===== config.mk =====
export PLATFORM = sky130hd
export DESIGN_NAME = zx_screen_fetch
export DESIGN_NICKNAME = d
export VERILOG_FILES = /design/src/rtl/zx_screen_fetch.sv
export SDC_FILE = /design/constraint.sdc
export NUM_CORES = 1
export LEC_CHECK = 0
export ABC_CLOCK_PERIOD_IN_PS = 2600
export BUFFER_PORTS_ARGS = -buffer_cell sky130_fd_sc_hd__buf_2
export CAP_MARGIN = 40
export CORE_ASPECT_RATIO = 1.75
export CORE_UTILIZATION = 46
export CTS_CLUSTER_SIZE = 12
export DETAILED_ROUTE_END_ITERATION = 16
export PLACE_DENSITY = 0.71
export SYNTH_ARGS = -nofsm -noshare
export SYNTH_HDL_FRONTEND = slang
export SYNTH_SLANG_ARGS = --single-unit
export TNS_END_PERCENT = 20

===== constraint.sdc =====
create_clock -name clk -period 2.6 [get_ports clk]
set_input_delay 0.52 -clock clk [delete_from_list [all_inputs] [get_ports clk]]
set_output_delay 0.52 -clock clk [all_outputs]
set_load 0.02 [all_outputs]

===== src/rtl/zx_screen_fetch.sv =====
// rtl/zx_screen_fetch.sv - Spectrum screen RAM reader producing 2x-scaled RGB with border
// Optional attribute flash support is enabled by defining ZX_FLASH_EN.
module zx_screen_fetch #(
  parameter int X0 = 64,
  parameter int Y0 = 48
) (
  input  logic        clk,
  input  logic        reset_n,
  input  logic        de,
  input  logic [9:0]  pix_x,
  input  logic [9:0]  pix_y,
  input  logic [2:0]  border,
  output logic [12:0] video_addr,
  input  logic [7:0]  video_dout,
  output logic [7:0]  r,
  output logic [7:0]  g,
  output logic [7:0]  b,
  output logic        de_o
);

  logic [11:0] fx;
  logic [11:0] fy;
  logic [11:0] dx;
  logic        fetch_win;
  logic        act_win;
  logic [7:0]  sy;
  logic [4:0]  col;
  logic [3:0]  ph;

  logic [7:0]  nxt_bmp;
  logic [7:0]  nxt_att;
  logic [7:0]  cur_bmp;
  logic [7:0]  cur_att;
  logic        flash_ph;

  // Negative offsets wrap to large unsigned values, so one compare bounds each window.
  assign fx        = {2'b00, pix_x} - 12'(X0 - 16);
  assign fy        = {2'b00, pix_y} - 12'(Y0);
  assign dx        = {2'b00, pix_x} - 12'(X0);
  assign fetch_win = de && (fx < 12'd512) && (fy < 12'd384);
  assign act_win   = de && (dx < 12'd512) && (fy < 12'd384);
  assign sy        = fy[8:1];
  assign col       = fx[8:4];
  assign ph        = fx[3:0];

  always_comb begin
    video_addr = 13'h0000;
    if (fetch_win) begin
      case (ph)
        4'd0:    video_addr = {sy[7:6], sy[2:0], sy[5:3], col};
        4'd1:    video_addr = 13'h1800 + {3'b000, sy[7:3], col};
        default: video_addr = 13'h0000;
      endcase
    end
  end

  // The next cell is staged in nxt_* and swapped in on the last pixel of the current cell.
  always_ff @(posedge clk or negedge reset_n) begin
    if (!reset_n) begin
      nxt_bmp <= 8'h00;
      nxt_att <= 8'h00;
      cur_bmp <= 8'h00;
      cur_att <= 8'h00;
    end else if (fetch_win) begin
      case (ph)
        4'd1:  nxt_bmp <= video_dout;
        4'd2:  nxt_att <= video_dout;
        4'd15: begin
          cur_bmp <= nxt_bmp;
          cur_att <= nxt_att;
        end
        default: ;
      endcase
    end
  end

`ifdef ZX_FLASH_EN
  logic [4:0] frame_cnt;

  always_ff @(posedge clk or negedge reset_n) begin
    if (!reset_n) begin
      frame_cnt <= 5'd0;
    end else if (pix_x == 10'd0 && pix_y == 10'd0) begin
      frame_cnt <= frame_cnt + 5'd1;
    end
  end

  assign flash_ph = frame_cnt[4];
`else
  assign flash_ph = 1'b0;
`endif

  logic       pix_bit;
  logic       swap;
  logic [2:0] idx;
  logic [7:0] level;

  always_comb begin
    pix_bit = cur_bmp[3'd7 - dx[3:1]];
    swap    = cur_att[7] & flash_ph;
    idx     = 3'b000;
    level   = 8'h00;
    if (act_win) begin
      idx   = (pix_bit ^ swap) ? cur_att[2:0] : cur_att[5:3];
      level = cur_att[6] ? 8'hFF : 8'hD7;
    end else if (de) begin
      idx   = border;
      level = 8'hD7;
    end
  end

  // Colour index bits are {G,R,B}.
  always_ff @(posedge clk or negedge reset_n) begin
    if (!reset_n) begin
      r    <= 8'h00;
      g    <= 8'h00;
      b    <= 8'h00;
      de_o <= 1'b0;
    end else begin
      r    <= idx[1] ? level : 8'h00;
      g    <= idx[2] ? level : 8'h00;
      b    <= idx[0] ? level : 8'h00;
      de_o <= de;
    end
  end

endmodule


* Word level (Yosys, flattened, before mapping) *
Index checks and enable logic that the tools add are counted.

word-level totals
  register bits after elaboration = 55
  input bits = 34
  output and inout bits = 38

cells by class
  add/sub/neg operators = 5
  order comparisons = 4
  equality and inequality tests = 3
  multiplexer cells = 13
  reductions and logical operators = 8

operators with widths
  kind                    number
  $mux 8                  5
  $pmux 13 s2             1
  $lt 12x10->1 const B    2
  $sub 10x6->11 const B   2
  $add 12x11->13 const A  1
  $mux 13                 1
  $lt 12x9->1 const B     1
  $sub 10x7->11 const B   1
  $mux 3                  3
  $mux 6                  1
  $reduce_and 2->1        3
  $eq 4x1->1 const B      1
  $eq 4x2->1 const B      1
  $eq 4x4->1 const B      1
  $logic_and 1x1->1       4
  $logic_not 4->1         1
  $lt 3x4->1 const B      1
  $bmux 1 s3              1
  $sub 3x3->3 const A     1
  $mux 1                  1

* Depth between registers and ports, before layout *
Gate-level depths: netlist of run 1.

  word-level depth = 7
  gate-level depth with buffers = 7
  depth with buffers taken out = 6

* Worst setup path before layout of run 1 *
Ideal clock, no wire load.

  path kind = input port to output port
  start = input port pix_y[4]
  end = output port video_addr[12]
  arrival = 2.076 ns
  setup slack = 0.004 ns
  stages on the path = 7
  buffers on the path = 1
  path through = ha_1 -> nand3_1 -> a211o_1 -> a21oi_4 -> o211ai_1 -> clkbuf_1 -> a21oi_1

on the way
  word-level cells in the longest chain between the ends = 4
  elaborated cells between the ends (all ways) = 6
  those cells by class = add/sub: 2; order compare: 1; mux: 2; reduce/logical: 1

ends and longest elaborated chain
  what                                              RTL line  source
  from (decl)                                       11        input logic [9:0] pix_y,
  $sub 10x6->11 (*)                                 38        assign fy = {2'b00, pix_y} - 12'(Y0);
  $add 12x11->13 or $lt 12x9->1 (tied branches)     51, 40
  $pmux 13 s2 or $logic_and 1x1->1 (tied branches)  49, 40
  $mux 13 (*)                                       48        if (fetch_win) begin
  to (decl)                                         13        output logic [12:0] video_addr,

Mark *: on every way between the ends. The rest lies on a longest branch, timed or not.

* Worst setup path after layout of run 1 *
  start = input port pix_y[4]
  end = output port video_addr[11]

The elaborated chain is that of the path after synthesis.

==> results of run 1 <==
-- critical path: stages --
cell and delay, ns:
buf_2 0.12, buf_4 0.14, a21oi_2 0.19, mux2i_2 0.31, a21oi_4 0.05, o211ai_1 0.13, clkdlybuf4s15_2 0.30, nor2_1 0.06
buf_2 0.15
-- power by group through the flow --
stage	clock network [mW]	logic, mW	registers, mW
2_1_floorplan	0	0.128	0.646
3_3_place_gp	0	0.192	0.644
3_5_place_dp	0	0.195	0.646
4_1_cts	0.409	0.196	0.635
5_1_grt	0.431	0.221	0.640
6_report	0.394	0.200	0.635
-- state kept, by name, indices dropped and copies added (netlist names) --
signal and cells:
b 2, de_o 1, g 2, nxt_bmp 8, nxt_att 7, cur_att 7
cur_bmp 8, r 2
-- timing repair --
item                                    in CTS  in global routing
resized for setup                            0                  7
hold buffers                                 0                  0
buffers inserted                             0                  1
endpoints found under the setup margin       0                  3
hold endpoints to repair                     0                  0
-- cell type report --
cell class | instances | area (sq um)
fillers | 344 | 1722
flip-flops and latches | 37 | 925.9
multi-input cells | 100 | 904.6
repair buffers | 80 | 431.7
clock buffers | 6 | 82.58
well taps | 49 | 61.31
inverters | 4 | 15.01
clock inverters | 1 | 7.507
-- placed cells by master (no fill, tap or decap), drive strengths merged --
| cell type | Yosys | layout |
|---|---|---|
| mux2 | 30 | 30 |
| nand2 | 4 | 4 |
| xnor2 | 3 | 3 |
| mux4 | 2 | 2 |
| nor2 | 16 | 16 |
| clkbuf | 3 | 6 |
| clkdlybuf4s15 | 0 | 1 |
| and3 | 3 | 3 |
| o211a | 2 | 2 |
| a21oi | 8 | 8 |
| xor2 | 4 | 4 |
| a211o | 1 | 1 |
| nor4 | 1 | 1 |
| a211oi | 2 | 2 |
| ha | 2 | 2 |
| o211ai | 1 | 1 |
| dfrtp | 37 | 37 |
| nand3 | 3 | 3 |
| mux2i | 5 | 5 |
| buf | 21 | 79 |
| nor3 | 6 | 6 |
| o21ai | 3 | 3 |
| nand3b | 1 | 1 |
| o2111ai | 1 | 1 |
| nor4b | 1 | 1 |
| nor3b | 1 | 1 |
| inv | 4 | 4 |
| clkinvlp | 0 | 1 |
-- worst paths after layout --
| kind | start | to | cells after the start |
|---|---|---|---|
| setup / recovery | pix_y[4] | video_addr[11] | 9 |
| hold / removal | reset_n | b[5]$_DFF_PN0_ | 1 |
| setup reg to reg | cur_bmp[2]$_DFFE_PN0P_ | g[6]$_DFF_PN0_ | 4 |
| hold reg to reg | nxt_att[6]$_DFFE_PN0P_ | cur_att[6]$_DFFE_PN0P_ | 1 |
| max in group asynchronous | reset_n | nxt_bmp[2]$_DFFE_PN0P_ | 1 |
| min in group clk | de | de_o$_DFF_PN0_ | 1 |
-- cells by family (layout without fill, tap and decap cells) --
| logic type | count (synthesis) | count (layout) | share of synthesized area (%) |
|---|---|---|---|
| AND/OR/NAND/NOR | 36 | 36 | 8.575 |
| buffers and inverters | 28 | 91 | 9.268 |
| flip-flops | 37 | 37 | 46.66 |
| XOR/XNOR | 7 | 7 | 3.090 |
| multiplexers | 37 | 37 | 23.90 |
| adder cells (fa/ha/maj) | 2 | 2 | 1.261 |
| AO/OA/AOI/OAI | 18 | 18 | 7.251 |
-- through the flow --
step | hold slack [ns] | setup WS (ns)
floorplan | 0.2244 | 0.003832
global placement | 0.4858 | 0.04782
detailed placement | 0.4923 | 0.04068
CTS | 0.3375 | 0.02490
global route | 0.3750 | -0.008423
finish | 0.3250 | 0.09525
-- layer usage --
layer	vias up	global-route usage, %
met2	61	29.87
li1	687	-
met3	6	4.983
met4	0	6.143
met1	661	19.06
met5	-	0
==> impl_results.md, run 1 <==
* Share of cells above drive strength 1 at a little under three fifths
* Initial Utilization at 47.81%
* First-pass GRT wire length at approximately 5600 microns
* Part of the power in the clock network at 32.1%
* Synth warn at 0
* Power per cell area at 506.0 nW/um^2
* Final core occ at 58.52%
* Worst-margin pin slew at 0.8119 ns
* Top Metal Used: met4
* Clock slew at reported path FFs at 0.07 ns
* Post-route DRC at 0
* Die area at 4591 sq um
* Placed cell count at 268
* Reg2reg setup slack at 0.82 ns
* Via count at 1415
* VDD IR-drop max at around 0.57 mV
* Total Nets Final at 264
* Worst Hold Class: in -> async
* Syn Inst Count at between 150 and 200
* Clk sink count at 37
* Max Buffers Root-to-Sink at 2
* Post-DR wirelength/cell at roughly 13 microns
* Root Buffer: clkbuf_8
* Async SR Flop Fraction at 100.0%
* Largest net degree at the start of global routing at 38
* Net Sw Frac at 25.37%
* Syn Nets at 201
* # setup viols final at 0
* Metal3 WL at 234 microns
* Met2 Routed Length at ~1800 microns
* Synth top area share at 46.66%
* Fin. Hold Viols at 0
* Antenna-violating nets left at 0
* Chip Width at 51.65 microns
* Post-route cell area at 2429 sq um
* Final TNS setup at 0 ns
* CP Capture Type: primary output
* Int Pwr at 917.1 uW
* DRT Pass-1 Iters at 4
* Core Region at 4150 sq um
* Area grow syn2layout at 22.38%
* Antenna violations before repair at 0
* Hpwl dp at 2746 microns
* Fin cells at 277
* Number of global-route vias before repair at 1264
* RePlAce Congestion at 0.7603
* F_max at 399.2 MHz
* CTS tree: yes
* Main synth FF type: dfrtp_1
* Sequential share of power at ~52%
* Leak Pwr at 1.346 nW
* Status: finished clean
* Synth top area cells: dfrtp_1 47%, mux2_2 11%, mux2_4 7.6%
* Fin crit share at 96.34%
* Yosys top cell by area: dfrtp_1
* Synth Register Bits at 37
* Tmin final at 2.505 ns
* Critical Path Fanout Max at 6
* # rows at 31
* Post-synthesis sequential area ratio at 46.66%
* Critical path class: in -> out
* Synth Area per Inst at 12.03 sq um
* Drt total wl at 3591 microns
* Post-synth EDFFs at 0
* CP startpoint kind: input port
* N_diodes at 0
* Area of the mapped netlist at 1984 sq um
* Max-slew violations at 0
* Rel. slew slack at a little under half
* Count leader, synth: dfrtp_1
* Total chip power at 1.229 mW
* Drt via density at 5.108
* Placed Area at 2287 sq um
* Synth top cells by count: 37 x dfrtp_1, 20 x mux2_2, 18 x buf_4, 16 x nor2_1, 10 x mux2_4
* GRT Residual Overflow at 0
* Power share of the combinational group at 16.3%
* Setup Skew at around 0.013 ns
* # H-tree levels at 2
* Clk_lat worst skew at 0.28 ns
* Worst Path Required at 2.08 ns
* Distinct cells, synth at 33
* IO Pins at 72
* Metal-1 WL at approximately 1500 microns
* Arr. time, crit path at slightly below 2 ns
* Die H at a little under 90 microns
* Cts bufs inserted at 5
* Number of I/O port buffers at 70
* Switching power at 311.8 uW
* Tot GR Track Use at 16.97%
* Max-cap violations at 0
* Starting DRC count in detailed routing at 14
(Power assumes the default switching activity.)
==> run 2, diff against run 1 <==
Settings changed: ABC_CLOCK_PERIOD_IN_PS 2600 to 2100, CELL_PAD_IN_SITES_DETAIL_PLACEMENT set to 1, CELL_PAD_IN_SITES_GLOBAL_PLACEMENT set to 1, CORE_UTILIZATION 46 to 34.
Clock period 2.6 ns to 2.1 ns, I/O delays scaled along.
==> impl_results.md, run 2 (synthesis results as in run 1) <==
* Status: finished, violations left
* Failing checks: negative setup slack
* IO Pins at 72
* Critical Path Fanout Max at 4
* Routing usage on met2 at 35.30%
* Post-DR wirelength/cell at 16.06 microns
* Int Pwr at 1.289 mW
* Grt met1 use at 18.79%
* Total Nets Final at approximately 290
* Antenna violations before repair at 0
* DRT Pass-1 Iters at 4
* Die H at 103.1 microns
* Clock slew at reported path FFs at 0.07 ns
* CP startpoint kind: input port
* Worst Hold Class: in -> async
* Regs by FF count: cur_bmp (8), nxt_bmp (8)
* Power share of the combinational group at 17.5%
* Part of the power in the clock network at between 30% and 40%
* Arr. time, crit path at 1.94 ns
* Chip Width at 59.75 microns
* Initial Utilization at a little over a third
* Tmin final at 2.357 ns
* Tot GR Track Use at between 10% and 20%
* Fin. Hold Viols at 0
* Antenna-violating nets left at 0
* Hold_ws at 0.2185 ns
* Critical path class: in -> out
* Core Region at approximately 5600 sq um
* RePlAce Congestion at 0.7477
* Max-slew violations at 0
* Power per cell area at 587.9 nW/um^2
* CP Capture Type: primary output
* First-pass GRT wire length at around 8200 microns
* Largest net degree at the start of global routing at 38
* Share of cells above drive strength 1 at 64.54%
* Max-cap violations at 0
* Hpwl dp at about 3900 microns
* VDD IR-drop max at 0.6351 mV
* Final core occ at 52.46%
* Reg2Reg Depth at 4
* Post-route setup slack at -0.2571 ns
* RSZ-0062 raised after global routing: true
* Clk_lat worst skew at 0.29 ns
* Via count at between 1500 and 2000
* Number of global-route vias before repair at 1726
* Root Buffer: clkbuf_8
* Clk sink count at 37
* Sequential share of power at 45.8%
* Post-Place Setup Slack at -0.3185 ns
* Area grow syn2layout at 47.67%
* Worst Path Required at 1.68 ns
* Final TNS setup at -2.806 ns
* Drt total wl at 5252 microns
* Leak Pwr at 1.521 nW
* Max Buffers Root-to-Sink at 2
* F_max at 424.3 MHz
* CTS tree: yes
* Switching power at 433.9 uW
* GRT busiest layer: met2
* # setup viols final at 13
* GRT Residual Overflow at 0
* Drt via density at around 5
* Post-route DRC at 0
* Rel. slew slack at 45.60%
* Commonest non-fill, non-tap cell in the layout: buf_2
* Fin crit share at 112.2%
* # rows at 36
* Worst-margin pin slew at 0.8160 ns
* Setup Skew at 0.005708 ns
* Grt met3 use at 2.760%
* Total chip power at 1.723 mW
* # H-tree levels at 2
* Cts bufs inserted at 5
* Die area at 6158 sq um
* Number of I/O port buffers at 70
* Commonest non-fill, non-tap cells in the layout: 55 x buf_2, 37 x dfrtp_1, 27 x buf_4, 20 x mux2_2, 12 x buf_6
* N_diodes at 0
* Starting DRC count in detailed routing at 26
* Net Sw Frac at 25.18%
==> run 2: cell count changes in the layout (fill, tap and decap cells not counted), sizes merged <==
cell and change:
clkdlybuf4s15 -1, clkbuf +2, bufinv +1, buf +22, clkinvlp -1
==> run 2: path summary, 6_finish.rpt <==
path | slack (ns) | end | from
max in group asynchronous | 1.36 | nxt_bmp[2]$_DFFE_PN0P_ | reset_n
min in group clk | 0.37 | nxt_bmp[7]$_DFFE_PN0P_ | video_dout[7]
worst max-delay path | -0.26 | video_addr[0] | pix_y[6]
worst min register to register | 0.50 | cur_bmp[1]$_DFFE_PN0P_ | nxt_bmp[1]$_DFFE_PN0P_
worst max register to register | 0.39 | r[6]$_DFF_PN0_ | cur_bmp[0]$_DFFE_PN0P_
worst min-delay path | 0.22 | nxt_att[1]$_DFFE_PN0P_ | reset_n
==> run 2: cell type report <==
class                   instances  area, sq um
clock buffers                   7        86.33
flip-flops and latches         37        925.9
repair buffers                102        775.7
multi-input cells             100         1002
clock inverters                 1        30.03
well taps                      76        95.09
fillers                       638         2655
inverters                       4        15.01
==> run 2: worst max-delay path, cell delays in order <==
cell      delay, ns
buf_2          0.13
a21oi_1        0.27
mux2i_1        0.13
buf_4          0.16
a21oi_4        0.11
o211ai_1       0.16
buf_4          0.20
buf_16         0.14
nor2_4         0.10
buf_6          0.12
==> run 2: power by group through the flow <==
stage / clock network [mW] / registers [mW] / logic, mW
5_1_grt: 0.676 / 0.796 / 0.329
6_report: 0.632 / 0.789 / 0.301
2_1_floorplan: 0 / 0.800 / 0.174
3_5_place_dp: 0 / 0.802 / 0.289
3_3_place_gp: 0 / 0.799 / 0.283
4_1_cts: 0.653 / 0.790 / 0.298
==> run 2: metal layers <==
metal | share of wire (%) | vias to the layer above
li1 | - | 734
met1 | 36 | 796
met2 | 59 | 55
met3 | 3.7 | 8
met4 | 1.7 | 0
met5 | 0 | -
==> run 2: per-stage QoR <==
stage / cell area [sq um] / cells
2_1_floorplan: 2106 / 165
3_3_place_gp: 2653 / 316
3_5_place_dp: 2653 / 316
4_1_cts: 2877 / 326
5_1_grt: 2930 / 327
6_report: 2930 / 327
==> run 2: repair_timing <==
item | 4_1_cts | 5_1_grt
gates resized for setup | 22 | 16
cloned | 1 | 0
setup endpoints to repair | 13 | 13
setup buffers | 1 | 1
pin swaps | 7 | 6
hold buffers | 0 | 0
